$ cat config.mk
export PLATFORM = sky130hd
export DESIGN_NAME = packet_check
export DESIGN_NICKNAME = d
export VERILOG_FILES = /design/src/rtl/packet_check.sv
export SDC_FILE = /design/constraint.sdc
export NUM_CORES = 1
export LEC_CHECK = 0
export CAP_MARGIN = 20
export CORE_AREA = 2 2 287 289
export CTS_BUF_LIST = sky130_fd_sc_hd__clkbuf_8
export DETAILED_ROUTE_END_ITERATION = 16
export DIE_AREA = 0 0 289 291
export GPL_TIMING_DRIVEN = 0
export PLACE_DENSITY = 0.53
export SLEW_MARGIN = 15
export SYNTH_ARGS = -nofsm -noshare
export SYNTH_HDL_FRONTEND = slang
export SYNTH_SLANG_ARGS = --single-unit
$ cat constraint.sdc
create_clock -name clk -period 9.9 [get_ports clk]
set_clock_uncertainty 0.15 [all_clocks]
set_input_delay 1.98 -clock clk [delete_from_list [all_inputs] [get_ports clk]]
set_output_delay 1.98 -clock clk [all_outputs]
set_load 0.005 [all_outputs]
$ cat src/rtl/packet_check.sv
// packet_check: receive-side checker for generated AXI4-Stream test packets.
// Checks the data pattern, tkeep and tlast position of every accepted beat
// against the rules the generator uses. It counts packets and erroring beats,
// keeps sticky error flags, and records the first packet that had an error.
//
// Ports
//   clk, reset          clock; synchronous active-high reset
//   packet_count        packets expected (0 = unbounded)
//   packet_length       bytes per packet (0 = start ignored)
//   initial_value       expected 16-bit pattern value of the first beat
//   start               arm pulse; accepted in IDLE only
//   busy                start | running
//   axis_in_*           AXI4-Stream sink; tready is high while running
//   packets_rcvd        packets closed by tlast since start
//   err_count           beats with at least one error (saturating)
//   err_flags           sticky {missing tlast, early tlast, tkeep, data}
//   first_err_packet    1-based packet number of first bad beat, 0 = none
module packet_check #(
   parameter int unsigned DW    = 512,
   parameter int unsigned DCMAC = 1
) (
   input  logic              clk,
   input  logic              reset,
   input  logic [31:0]       packet_count,
   input  logic [15:0]       packet_length,
   input  logic [15:0]       initial_value,
   input  logic              start,
   output logic              busy,
   input  logic [DW-1:0]     axis_in_tdata,
   input  logic [DW/8-1:0]   axis_in_tkeep,
   input  logic              axis_in_tlast,
   input  logic              axis_in_tvalid,
   output logic              axis_in_tready,
   output logic [31:0]       packets_rcvd,
   output logic [31:0]       err_count,
   output logic [3:0]        err_flags,
   output logic [31:0]       first_err_packet
);

   localparam int unsigned KB      = DW / 8;
   localparam int unsigned KW      = $clog2(KB);
   localparam int unsigned NHW     = DW / 16;
   localparam int unsigned EXP_INC = (DCMAC != 0) ? DW / 128 : 1;

   localparam logic [0:0] IDLE = 1'b0;
   localparam logic [0:0] RUN  = 1'b1;

   logic [0:0]  state_q, state_d;
   logic [31:0] pkt_count_q, pkt_count_d;
   logic [15:0] total_q, total_d;
   logic [15:0] partial_q, partial_d;
   logic [15:0] exp_q, exp_d;
   logic [15:0] cycle_q, cycle_d;
   logic [31:0] pkt_num_q, pkt_num_d;
   logic [31:0] packets_rcvd_q, packets_rcvd_d;
   logic [31:0] err_count_q, err_count_d;
   logic [3:0]  err_flags_q, err_flags_d;
   logic [31:0] first_err_q, first_err_d;

   logic [15:0]   len_whole_c;
   logic [15:0]   len_part_c;
   logic [KB-1:0] exp_keep_c;
   logic [DW-1:0] exp_data_c;
   logic          data_err_c;
   logic          keep_err_c;
   logic          early_err_c;
   logic          missing_err_c;
   logic [3:0]    beat_err_c;
   logic          hs_c;

   // Beats per packet derived from the byte length presented with start.
   assign len_whole_c = packet_length >> KW;
   assign len_part_c  = packet_length & 16'(KB - 1);

   assign hs_c = axis_in_tvalid && (state_q == RUN);

   // Expected byte enables: only the final beat of a partial packet is trimmed.
   always_comb begin
      exp_keep_c = '1;
      if ((partial_q != 16'd0) && (cycle_q == total_q)) begin
         for (int b = 0; b < KB; b++) begin
            exp_keep_c[b] = (16'(b) < partial_q);
         end
      end
   end

   // Expected pattern; in segment mode each 128-bit segment carries exp + segment index.
   always_comb begin
      exp_data_c = '0;
      for (int h = 0; h < NHW; h++) begin
         if (DCMAC != 0) begin
            exp_data_c[16*h +: 16] = exp_q + 16'(h / 8);
         end else begin
            exp_data_c[16*h +: 16] = exp_q;
         end
      end
   end

   // Per-beat error classification; bytes outside the expected keep are don't-care.
   always_comb begin
      data_err_c = 1'b0;
      for (int b = 0; b < KB; b++) begin
         if (exp_keep_c[b] && (axis_in_tdata[8*b +: 8] != exp_data_c[8*b +: 8])) begin
            data_err_c = 1'b1;
         end
      end
      keep_err_c    = (axis_in_tkeep != exp_keep_c);
      early_err_c   = axis_in_tlast && (cycle_q < total_q);
      missing_err_c = !axis_in_tlast && (cycle_q == total_q);
      beat_err_c    = {missing_err_c, early_err_c, keep_err_c, data_err_c};
   end

   // Next-state logic for the FSM, counters and result registers.
   always_comb begin
      state_d        = state_q;
      pkt_count_d    = pkt_count_q;
      total_d        = total_q;
      partial_d      = partial_q;
      exp_d          = exp_q;
      cycle_d        = cycle_q;
      pkt_num_d      = pkt_num_q;
      packets_rcvd_d = packets_rcvd_q;
      err_count_d    = err_count_q;
      err_flags_d    = err_flags_q;
      first_err_d    = first_err_q;

      case (state_q)
         IDLE: begin
            if (start && (packet_length != 16'd0)) begin
               state_d        = RUN;
               pkt_count_d    = packet_count;
               total_d        = len_whole_c + 16'(len_part_c != 16'd0);
               partial_d      = len_part_c;
               exp_d          = initial_value;
               cycle_d        = 16'd1;
               pkt_num_d      = 32'd1;
               packets_rcvd_d = 32'd0;
               err_count_d    = 32'd0;
               err_flags_d    = 4'd0;
               first_err_d    = 32'd0;
            end
         end
         RUN: begin
            if (hs_c) begin
               if (beat_err_c != 4'd0) begin
                  if (err_count_q != 32'hFFFF_FFFF) begin
                     err_count_d = err_count_q + 32'd1;
                  end
                  err_flags_d = err_flags_q | beat_err_c;
                  if (first_err_q == 32'd0) begin
                     first_err_d = pkt_num_q;
                  end
               end
               exp_d = exp_q + 16'(EXP_INC);
               if (cycle_q != 16'hFFFF) begin
                  cycle_d = cycle_q + 16'd1;
               end
               // The received tlast defines the packet boundary, right or wrong.
               if (axis_in_tlast) begin
                  cycle_d        = 16'd1;
                  packets_rcvd_d = packets_rcvd_q + 32'd1;
                  if ((pkt_count_q != 32'd0) && (pkt_num_q == pkt_count_q)) begin
                     state_d = IDLE;
                  end else begin
                     pkt_num_d = pkt_num_q + 32'd1;
                  end
               end
            end
         end
         default: state_d = IDLE;
      endcase
   end

   // State and result registers.
   always_ff @(posedge clk) begin
      if (reset) begin
         state_q        <= IDLE;
         pkt_count_q    <= 32'd0;
         total_q        <= 16'd0;
         partial_q      <= 16'd0;
         exp_q          <= 16'd0;
         cycle_q        <= 16'd1;
         pkt_num_q      <= 32'd1;
         packets_rcvd_q <= 32'd0;
         err_count_q    <= 32'd0;
         err_flags_q    <= 4'd0;
         first_err_q    <= 32'd0;
      end else begin
         state_q        <= state_d;
         pkt_count_q    <= pkt_count_d;
         total_q        <= total_d;
         partial_q      <= partial_d;
         exp_q          <= exp_d;
         cycle_q        <= cycle_d;
         pkt_num_q      <= pkt_num_d;
         packets_rcvd_q <= packets_rcvd_d;
         err_count_q    <= err_count_d;
         err_flags_q    <= err_flags_d;
         first_err_q    <= first_err_d;
      end
   end

   assign busy             = start || (state_q != IDLE);
   assign axis_in_tready   = (state_q == RUN);
   assign packets_rcvd     = packets_rcvd_q;
   assign err_count        = err_count_q;
   assign err_flags        = err_flags_q;
   assign first_err_packet = first_err_q;

endmodule

==> results_dict.tcl, run 1 <==
set metrics [dict create \
    yosys_register_bits 214 \
    syn_to_final_growth_pct 47.3 \
    synth_top_area_share_pct 20.2 \
    start_kind "flop" \
    post_cts_resized 0 \
    dp_hpwl_um 117000 \
    wl_met2_um 67100 \
    clk_latency_ns 0.62 \
    synth_async_sr_flop_share_pct 0 \
    multiInputGateArea_sq_um 16200 \
    regArea_sq_um 4280 \
    synthesis.area_sq_um 21300 \
    portBuffers 746 \
    grt_antenna_before_repair 51 \
    grt_max_degree 13 \
    syn-num-nets 3414 \
    cp.required_ns 10.22 \
    initial_core_util_pct 26.2 \
    period_share_pct 87.3 \
    synth_area_leaders "dfxtp_1 20%, xnor2_1 15%, xor2_1 11%" \
    grt_use_total_pct 32.0 \
    worstSetupPathType "reg2reg" \
    coreArea_sq_um 81200 \
    pre_cts_slack_ns 1.19 \
    synth_area_per_cell_sq_um 7.74 \
    worstPathCellList "clkbuf_2, buf_2, inv_1, ha_1, clkbuf_1, buf_6, xnor2_1, nor3_1, nand3_1, nor4_1, o22ai_1, a2111oi_0, o2111ai_1, a2111oi_2, nand4_1, nand3_1, buf_2, o21ai_0" \
    arrival_ns 8.96 \
    status "finished clean" \
    cp-end-kind "flop" \
    synth.distinct_cells 92 \
    drc_errors 0 \
    firstDrtPassIters 7 \
    max_freq_mhz 116 \
    dr.max_layer_used "met5" \
    stdcell_area_sq_um 31300 \
    die_w_um 289 \
    cts_setup_buffers 0 \
    power_leakage_nw 11.0 \
    numCtsBuffers 43 \
    nFillCells 8692 \
    clockBufferDepth 3 \
    final_max_slew_viol_count 0 \
    critPathLaunch "exp_q[1]$_SDFFE_PP0P_" \
    min_from "total_q[1]$_SDFFE_PP0P_" \
    viasPerCell 5.38 \
    clk_pin_slew_ns 0.06 \
    ios 747 \
    finalNetCount 4220 \
    hold_viol_final 0 \
    critPathMaxFanout 10 \
    ctsHoldBuffers 0 \
    drtAntennaViolNets 0 \
    fp.dieArea_sq_um 84100 \
    rsz0062_at_grt "false" \
    yosysTopAreaCell "dfxtp_1" \
    cpMaxStageDelayCell "nor3_1" \
    r2r_start "exp_q[1]$_SDFFE_PP0P_" \
    yosys_warnings 0 \
    hp-class "reg2reg" \
    rows 105 \
    grt_overflow 0 \
    synth_edf_count 0 \
    wl_met3_um 12200 \
    finalSetupViolCount 0 \
    cts_tree "done" \
    htreeDepth 2 \
    worst_pin_slew_ns 1.26 \
    grt_pass1_vias 24863 \
    wl_met1_um 52500 \
    globalplace.congestion 1.01 \
    seq_area_frac_synth_pct 20.2 \
    max-cap-violations 0 \
    max_slew_margin_pct 15.4 \
    vias 25212 \
    wl_per_cell_um 30.0 \
    final_cell_mix "746 x clkdlybuf4s50_1, 372 x xnor2_1, 264 x xor2_1" \
    clk_root_buffer_cell "clkbuf_8" \
    dr.first_iter.drc_count 2200 \
    placed_area_sq_um 30300 \
    synthFlopType "dfxtp_1" \
    clock-sinks 214 \
    cp_slowest_stage_delay_ns 0.84 \
    power_density_nw_per_um2 98.7 \
    grt_pass1_wl_um 191000 \
    final_common_cell "clkdlybuf4s50_1" \
    syn_inst 2747 \
    ir_drop_v 0.000116 \
    drive_above_1_share_pct 4.69 \
    post-route-min-period_ns 8.64 \
    fin_ws_ns 1.26 \
    finalSetupTns_ns 0 \
    routed_wl_um 141000 \
    die_y_um 291 \
]
per-stage QoR:
step | util (%) | power (W) | hold slack, ns | cells
5_1_grt | 38.5 | 0.00321 | 0.321 | 4676
3_5_place_dp | 37.3 | 0.00206 | 0.299 | 4574
3_3_place_gp | 37.0 | 0.00205 | 0.293 | 4563
2_1_floorplan | - | 0.00148 | 0.282 | 2747
4_1_cts | 38.4 | 0.00309 | 0.306 | 4646
6_report | 38.5 | 0.00309 | 0.302 | 4685
worst paths after layout:
| kind | cells after the start | end | slack (ns) |
|---|---|---|---|
| setup / recovery | 18 | err_count[12]$_SDFFE_PP0P_ | 1.26 |
| hold / removal | 2 | total_q[1]$_SDFFE_PP0P_ | 0.30 |
| setup reg to reg | 18 | err_count[12]$_SDFFE_PP0P_ | 1.26 |
| hold reg to reg | 2 | total_q[1]$_SDFFE_PP0P_ | 0.30 |
kinds of logic after synthesis:
group                      Yosys count  synth area share, %
and+or+nand+nor                   1052                 25.5
DFF                                214                 20.2
AOI/OAI and AO/OA                  535                 16.6
muxes                                6                0.283
xor gates and xnor gates           692                 31.8
adders and majority gates           22                 1.30
buffers and inverters              226                 4.30
metal layers:
layer / track usage, % / up-vias
li1: - / 11552
met1: 35.5 / 11993
met2: 54.7 / 1300
met3: 8.97 / 339
met4: 18.0 / 28
met5: 0 / -
critical path, delay by kind of cell, from the launching register on:
kind                       cells  cell delay, ns
buffers and inverters          6            2.67
and+or+nand+nor                5            3.07
DFF                            1            0.48
AOI/OAI and AO/OA              5            1.68
xor gates and xnor gates       1            0.08
adders and majority gates      1            0.32
power by group:
group / internal [W] / switching, W
clock network: 0.000573 / 0.000448
registers: 0.000882 / 0.0000197
logic: 0.000544 / 0.000622
sequential cells by signal (all words and copies together), names as in the netlist:
name	cells
packets_rcvd	32
pkt_count_q	32
total_q	11
first_err_packet	32
axis_in_tready	1
partial_q	6
exp_q	16
pkt_num_q	32
err_count	32
cycle_q	16
err_flags	4
cell usage after synthesis, types with 5 or more instances:
| master | n |
|---|---|
| nor2_1 | 210 |
| nand3b_1 | 6 |
| o21ai_0 | 98 |
| mux2i_1 | 6 |
| and2_1 | 17 |
| or4_1 | 12 |
| xnor3_1 | 48 |
| clkbuf_1 | 111 |
| nand2b_1 | 15 |
| dfxtp_1 | 214 |
| nand2_1 | 252 |
| or2_2 | 7 |
| a31oi_1 | 24 |
| inv_1 | 51 |
| o311a_1 | 5 |
| a2111oi_0 | 14 |
| o22ai_1 | 10 |
| buf_1 | 28 |
| buf_2 | 27 |
| nand3_1 | 111 |
| and4_1 | 10 |
| a22oi_1 | 9 |
| xnor2_1 | 374 |
| o21a_1 | 8 |
| o311ai_0 | 29 |
| nor4_1 | 104 |
| o221ai_1 | 5 |
| xor2_1 | 265 |
| o41ai_1 | 6 |
| and3_1 | 41 |
| or3_1 | 31 |
| o21ai_1 | 10 |
| nor2b_1 | 13 |
| o211ai_1 | 23 |
| nor3_1 | 74 |
| a211oi_1 | 31 |
| a21oi_1 | 157 |
| a21o_1 | 8 |
| ha_1 | 22 |
| nand4_1 | 116 |
| o2111ai_1 | 6 |
| o31ai_1 | 29 |
cell type report:
type,instances,area share [%]
Multi-Input combinational cell,2307,51.6
Timing Repair Buffer,761,24.3
Sequential cell,214,13.7
Tap cell,1070,4.28
Buffer,173,2.30
Clock buffer,51,2.24
Clock inverter,21,0.688
Inverter,53,0.636
Antenna cell,35,0.280
No activity file was read; power rests on OpenSTA's default activity.
==> inputs of run 2 (changes only) <==
--- a/config.mk
+++ b/config.mk
@@ -12,6 +12,7 @@
 export DIE_AREA = 0 0 289 291
 export GPL_TIMING_DRIVEN = 0
 export PLACE_DENSITY = 0.53
+export SKIP_LAST_GASP = 1
 export SLEW_MARGIN = 15
 export SYNTH_ARGS = -nofsm -noshare
 export SYNTH_HDL_FRONTEND = slang
==> results of run 2 <==
No change in the layout: final DEF, timing and power equal those of run 1.
